--- src/rtl/iob_out_driver.sv ---
// Output side of an I/O block: pad data/enable with serial config chain and turnaround FSM.
// Optional build macro IOB_OUT_INVERT_EN adds an INV config bit (chain MSB) that inverts PIN_O.
module iob_out_driver #(
  parameter int TA_W = 2
) (
  input  logic IOCLK,
  input  logic RSTN,
  input  logic CFG_SE,
  input  logic CFG_SI,
  output logic CFG_SO,
  input  logic OUT,
  input  logic TS,
  output logic PIN_O,
  output logic PIN_OE
);

`ifdef IOB_OUT_INVERT_EN
  localparam int CFG_W = 4 + TA_W;
`else
  localparam int CFG_W = 3 + TA_W;
`endif

  typedef enum logic [1:0] {
    S_HIZ   = 2'd0,
    S_WAIT  = 2'd1,
    S_DRIVE = 2'd2
  } state_t;

  logic [CFG_W-1:0] r_cfg;
  state_t           r_state;
  logic [TA_W-1:0]  r_cnt;
  logic             r_dreg;
  logic             r_oe;

  logic            w_doreg;
  logic [1:0]      w_tsmux;
  logic [TA_W-1:0] w_ta;
  logic            w_req;
  logic            w_inv;

  assign w_doreg = r_cfg[0];
  assign w_tsmux = r_cfg[2:1];
  assign w_ta    = r_cfg[TA_W+2:3];
  assign w_req   = (w_tsmux == 2'b01 && TS) || w_tsmux[1];

`ifdef IOB_OUT_INVERT_EN
  assign w_inv = r_cfg[CFG_W-1];
`else
  assign w_inv = 1'b0;
`endif

  always_ff @(posedge IOCLK or negedge RSTN) begin
    if (!RSTN) begin
      r_cfg <= '0;
    end else if (CFG_SE) begin
      r_cfg <= {CFG_SI, r_cfg[CFG_W-1:1]};
    end
  end

  always_ff @(posedge IOCLK or negedge RSTN) begin
    if (!RSTN) begin
      r_dreg <= 1'b0;
    end else begin
      r_dreg <= OUT;
    end
  end

  // Turnaround FSM; r_oe is loaded with the decode of the next state so PIN_OE is a flop.
  always_ff @(posedge IOCLK or negedge RSTN) begin
    if (!RSTN) begin
      r_state <= S_HIZ;
      r_cnt   <= '0;
      r_oe    <= 1'b0;
    end else if (CFG_SE) begin
      r_state <= S_HIZ;
      r_cnt   <= '0;
      r_oe    <= 1'b0;
    end else begin
      case (r_state)
        S_HIZ: begin
          if (w_req) begin
            if (w_ta == '0) begin
              r_state <= S_DRIVE;
              r_oe    <= 1'b1;
            end else begin
              r_state <= S_WAIT;
              r_cnt   <= w_ta;
            end
          end
        end
        S_WAIT: begin
          if (!w_req) begin
            r_state <= S_HIZ;
            r_oe    <= 1'b0;
          end else if (r_cnt == TA_W'(1)) begin
            r_state <= S_DRIVE;
            r_oe    <= 1'b1;
          end else begin
            r_cnt <= r_cnt - TA_W'(1);
          end
        end
        S_DRIVE: begin
          if (!w_req) begin
            r_state <= S_HIZ;
            r_oe    <= 1'b0;
          end
        end
        default: begin
          r_state <= S_HIZ;
          r_cnt   <= '0;
          r_oe    <= 1'b0;
        end
      endcase
    end
  end

  assign CFG_SO = r_cfg[0];
  assign PIN_OE = r_oe;
  assign PIN_O  = (w_doreg ? r_dreg : OUT) ^ w_inv;

endmodule
--- config.mk ---
export PLATFORM = sky130hd
export DESIGN_NAME = iob_out_driver
export DESIGN_NICKNAME = d
export VERILOG_FILES = /design/src/rtl/iob_out_driver.sv
export SDC_FILE = /design/constraint.sdc
export NUM_CORES = 1
export LEC_CHECK = 0
export ABC_AREA = 0
export BUFFER_PORTS_ARGS = -buffer_cell sky130_fd_sc_hd__buf_2
export CAP_MARGIN = 25
export CORE_AREA = 3 3 40 42
export DETAILED_ROUTE_END_ITERATION = 8
export DIE_AREA = 0 0 43 45
export GPL_TIMING_DRIVEN = 0
export PLACE_DENSITY = 0.6
export SYNTH_ARGS = -nofsm -noshare
export SYNTH_HDL_FRONTEND = slang
export SYNTH_SLANG_ARGS = --single-unit
--- constraint.sdc ---
create_clock -name IOCLK -period 1.52 [get_ports IOCLK]
set_clock_uncertainty 0.05 [all_clocks]
set_input_delay 0.076 -clock IOCLK [delete_from_list [all_inputs] [get_ports IOCLK]]
set_output_delay 0.076 -clock IOCLK [all_outputs]
set_load 0.01 [all_outputs]
==> flow_summary.ini, run 1 <==
[grt]
gr-usage-all-layers_pct = 10.6
gr-total-overflow = 0
antenna_found_initial = 0
grt_max_degree = 12
grt_pass1_wl_um = 1510
grt_pass1_vias = 395

[setup_path]
cp_max_fo = 3
crit_slowest_cell = dfrtp_1
cp.required_ns = 1.66
endpoint_kind = flip-flop
cp-start-kind = flip-flop
crit_type = reg2reg
critPathMaxStageDelay_ns = 0.41
crit_family = flip-flops
crit_arrival_ns = 1.43
path_cells = ha_1, o21bai_2, o2bb2ai_2, mux2i_1
path_buf_inv = 0

[power_and_ir_drop]
ir_worst_vdd_mv = 0.646
leakagePower_nw = 0.311
fin_total_pwr_mw = 0.818
p_per_area_nw_per_um2 = 1180

[detailed_routing]
first_pass_iters = 4
vias_per_cell = 5.00
ant_nets = 0
drc = 0
drt-total-wl_um = 878
routedWlPerCell_um = 10.8
route.vias.total = 405
drtIter0Drc = 5

[sta]
setup_violations = 0
tns_ns = 0
period_share_pct = 84.7
period_minus_slack_ns = 1.29
rsz0062_at_grt = false
hold_viol = 0
slew_headroom_pct = 84.3
finalMaxSlewViolations = 0
max_freq_mhz = 777
tightestPinTransition_ns = 0.231

[clock_tree]
hold_buffers = 3
clkSinkCount = 11
clock_latency_ns = 0.26
clock_path_buffers = 2
post-cts-setup-buffers = 0
cts_buffers = 3
cts_resized = 0
cts_max_level = 1
root_buffer = clkbuf_4
cts_tree = done
path_clk_slew_ns = 0.07

[cells_and_area]
layout_commonest_cell = dfrtp_1
nFillCells = 116
syn2layout_area_growth_pct = 19.9
layout-drive-gt1-share_pct = 37.9
n_antenna_cell = 0
nets = 74
most-common-layout-cells = dfrtp_1 (11), buf_2 (9), mux2_2 (6), nand2_1 (6), nor2_1 (5)
fin_area_um2 = 693
utilization_pct = 53.9
multi_input_area_um2 = 279
regArea_um2 = 275

[synthesis]
synthArstFlopShare_pct = 100
syn_area_per_cell_um2 = 11.3
syn_inst = 51
yosysWarnings = 0
ys_seq_area_share_pct = 47.6
netlist_area_um2 = 578
synth_edf_count = 0
synth_fp_nets = 58
synth_cell_types = 22
synth-seq-cells = 11
ys.flop_type = dfrtp_1

[place]
port_buffers = 8
gp_congestion = 0.698
hpwl_um = 691
dpl_cell_area_um2 = 637

[floorplanning]
dieArea_um2 = 1940
die_h_um = 45
rows = 13
die_x_um = 43
coreArea_um2 = 1280
initial_core_util_pct = 45.0
ios = 9

[status]
status = finished clean

[worst_hold_path]
min_path_type = in2reg

[flow_run]
maxCapViolCount = 0
[power breakdown]
| group | switching [mW] | internal, mW |
|---|---|---|
| clock | 0.0923 | 0.101 |
| sequential | 0.0436 | 0.339 |
| combinational | 0.114 | 0.128 |
| total | 0.250 | 0.568 |
[area by class of cell]
| class | instances | share of cell area [%] |
|---|---|---|
| multi-input cells | 36 | 40.3 |
| repair buffers | 11 | 10.1 |
| clock buffers | 4 | 3.79 |
| flip-flops and latches | 11 | 39.7 |
| well taps | 15 | 2.71 |
| plain buffers | 2 | 2.35 |
| inverters | 2 | 1.08 |
[through the flow]
step / std cells / hold WS, ns / setup slack [ns]
after detailed placement: 74 / -0.0938 / 0.236
after floorplan: 51 / -0.270 / 0.335
after global routing: 81 / 0.0454 / 0.165
after global placement: 74 / -0.0940 / 0.239
after CTS: 81 / 0.0381 / 0.219
final: 81 / 0.0386 / 0.233
[worst paths after layout]
path                                       from                     end  cells after the start  slack [ns]
setup / recovery           r_cnt[0]$_DFFE_PN0P_    r_cnt[1]$_DFFE_PN0P_                      4        0.23
hold / removal                           CFG_SE    r_cnt[0]$_DFFE_PN0P_                      3        0.04
setup reg to reg           r_cnt[0]$_DFFE_PN0P_    r_cnt[1]$_DFFE_PN0P_                      4        0.23
hold reg to reg            r_cnt[1]$_DFFE_PN0P_    r_cnt[1]$_DFFE_PN0P_                      2        0.49
max in group asynchronous                  RSTN  r_state[1]$_DFFE_PN0P_                      2        1.06
min in group asynchronous                  RSTN    r_cfg[1]$_DFFE_PN0P_                      2        0.16
[flip-flops by register name, indices dropped and copies added (netlist names)]
signal / cells
PIN_OE: 1
r_cfg: 5
r_state: 2
r_dreg: 1
r_cnt: 2
[logic make-up after synthesis]
logic type | count (synthesis) | synth area share (%)
and+or+nand+nor | 17 | 14.1
AOI/OAI and AO/OA | 9 | 15.2
buffers and inverters | 4 | 4.11
DFF | 11 | 47.6
muxes | 9 | 16.9
adders and majority gates | 1 | 2.16
[layer usage]
layer / global-route usage [%] / up-vias / routed length, µm
met2: 17.7 / 8 / 411
met4: 5.42 / 0 / 5
met1: 12.1 / 189 / 424
li1: - / 206 / -
met5: 0 / - / 0
met3: 3.59 / 2 / 36
[synthesized netlist by cell type, types with 2 or more instances]
cell type / number / area, µm²
dfrtp_1: 11 / 275
nand2b_1: 3 / 18.8
inv_1: 2 / 7.51
nand2_1: 6 / 22.5
nor2_1: 5 / 18.8
mux2_2: 6 / 67.6
mux2i_1: 3 / 30.0
[worst register-to-register path, stage by stage, from the launching register on]
cell and delay [ns]:
dfrtp_1 0.41, ha_1 0.25, o21bai_2 0.16, o2bb2ai_2 0.14
mux2i_1 0.20
No activity file was read; power rests on OpenSTA's default activity.
==> run 2, diff against run 1 <==
- clock period: 1.52 -> 1.35 ns (I/O delays scaled with it)
==> flow_summary.ini, run 2 (synthesized netlist as in run 1, its figures left out) <==
[clock_tree]
clock_path_buffers = 2
cts_max_level = 1
cts_buffers = 3
path_clk_slew_ns = 0.07
clock_latency_ns = 0.26
cts_tree = done
clkSinkCount = 11
root_buffer = clkbuf_4

[grt]
grt_max_degree = 12
gr-usage-all-layers_pct = 10.6
grt_pass1_wl_um = 1510
grt_pass1_vias = 395
gr-total-overflow = 0
antenna_found_initial = 0

[power_and_ir_drop]
combinationalPowerShare_pct = 29.9
ir_worst_vdd_mv = 0.728
fin_total_pwr_mw = 0.919
leakagePower_nw = 0.309
p_int_mw = 0.641
p_sw_share_pct = 30.3
power_frac_seq_pct = 46.9
p_switching_mw = 0.278
power_frac_clock_pct = 23.2
p_per_area_nw_per_um2 = 1320

[setup_path]
path_buf_inv = 1
cp_max_fo = 2
worstSetupStartpoint = r_cnt[1]$_DFFE_PN0P_
crit_family = flip-flops
cp-start-kind = flip-flop
endpoint_kind = flip-flop
crit_slowest_cell = dfrtp_1
critPathMaxStageDelay_ns = 0.38
cp.required_ns = 1.44
crit_arrival_ns = 1.33
reg2reg_from = r_cnt[1]$_DFFE_PN0P_
path_cells = inv_1, ha_2, mux2_2, nand2_1, mux2i_1
crit_type = reg2reg

[place]
dp_cells = 74
hpwl_um = 691
port_buffers = 8
gp_congestion = 0.698
dpl_cell_area_um2 = 637

[sta]
whs_ns = 0.0332
finalMaxSlewViolations = 0
period_minus_slack_ns = 1.24
slew_headroom_pct = 84.3
max_freq_mhz = 806
rsz0062_at_grt = false
period_share_pct = 91.9
tns_ns = 0
setup_violations = 0
hold_viol = 0
tightestPinTransition_ns = 0.232

[cells_and_area]
most-common-layout-cells = dfrtp_1 (11), buf_2 (9), mux2_2 (6), nand2_1 (6), nor2_1 (5)
layout_commonest_cell = dfrtp_1
n_antenna_cell = 0
nFillCells = 115
syn2layout_area_growth_pct = 20.3
nets = 74
stdcell_count = 81
largest_reg_flops = 5
fin_area_um2 = 696
largestRegisters = r_cfg: 5 flops, r_cnt: 2 flops, r_state: 2 flops
layout-drive-gt1-share_pct = 39.4
regMostFlops = r_cfg

[floorplanning]
coreArea_um2 = 1280
initial_core_util_pct = 45.0
die_h_um = 45
ios = 9
dieArea_um2 = 1940
die_x_um = 43
rows = 13

[detailed_routing]
first_pass_iters = 4
route.vias.total = 402
routedWlPerCell_um = 10.9
vias_per_cell = 4.96
ant_nets = 0
drt-total-wl_um = 882
drtIter0Drc = 7
highest_layer = met4
drc = 0
dr_wl_met3_um = 34
routed-wl-met2_um = 403
met1_length_um = 439

[worst_hold_path]
min_path_type = in2reg
min-delay-start = CFG_SE

[status]
status = finished clean

[flow_run]
maxCapViolCount = 0
-- run 2: cell counts in the layout (fill, tap and decap cells not counted) --
Identical to the previous run, type by type.
-- run 2: tightest hold or removal path: stages --
cell,delay [ns]
buf_2,0.09
nand2b_1,0.09
mux2i_1,0.06
-- run 2: cell type report --
cell class | count | area (µm²) | area share, %
Multi-Input combinational cell | 36 | 282 | 40.5
Sequential cell | 11 | 275 | 39.6
Timing Repair Buffer | 11 | 70.1 | 10.1
Clock buffer | 4 | 26.3 | 3.78
Tap cell | 15 | 18.8 | 2.70
Buffer | 2 | 16.3 | 2.34
Inverter | 2 | 7.51 | 1.08
-- run 2: final timing paths --
kind,end,cells after the start,slack (ns)
min,r_cnt[0]$_DFFE_PN0P_,3,0.03
max,r_cnt[1]$_DFFE_PN0P_,5,0.11
max in group asynchronous,r_state[1]$_DFFE_PN0P_,2,0.89
max reg2reg,r_cnt[1]$_DFFE_PN0P_,5,0.11
min in group asynchronous,r_cfg[1]$_DFFE_PN0P_,2,0.16
min reg2reg,r_cnt[1]$_DFFE_PN0P_,2,0.49
-- run 2: through the flow --
stage               util, %  setup slack [ns]
floorplan                 -             0.165
global placement       49.6            0.0692
detailed placement     49.6            0.0657
CTS                    53.9            0.0493
global route           54.1            0.0429
finish                 54.1             0.109
-- run 2: routing by layer --
layer | global-route usage (%) | up-vias
met5 | 0 | -
met4 | 5.42 | 0
met3 | 3.59 | 2
met2 | 17.7 | 6
met1 | 12.1 | 186
li1 | - | 208
-- run 2: timing repair --
action	4_1_cts	5_1_grt
resized for setup	0	1
hold endpoints to repair	13	0
hold buffers	3	0
setup buffers	0	0
endpoints found under the setup margin	0	1
-- run 2: power by group through the flow --
stage | combinational (mW) | clock [mW] | sequential, mW
final | 0.275 | 0.214 | 0.431
after global routing | 0.306 | 0.239 | 0.438
after CTS | 0.278 | 0.225 | 0.432
after detailed placement | 0.270 | 0 | 0.439
after global placement | 0.268 | 0 | 0.438
after floorplan | 0.204 | 0 | 0.437
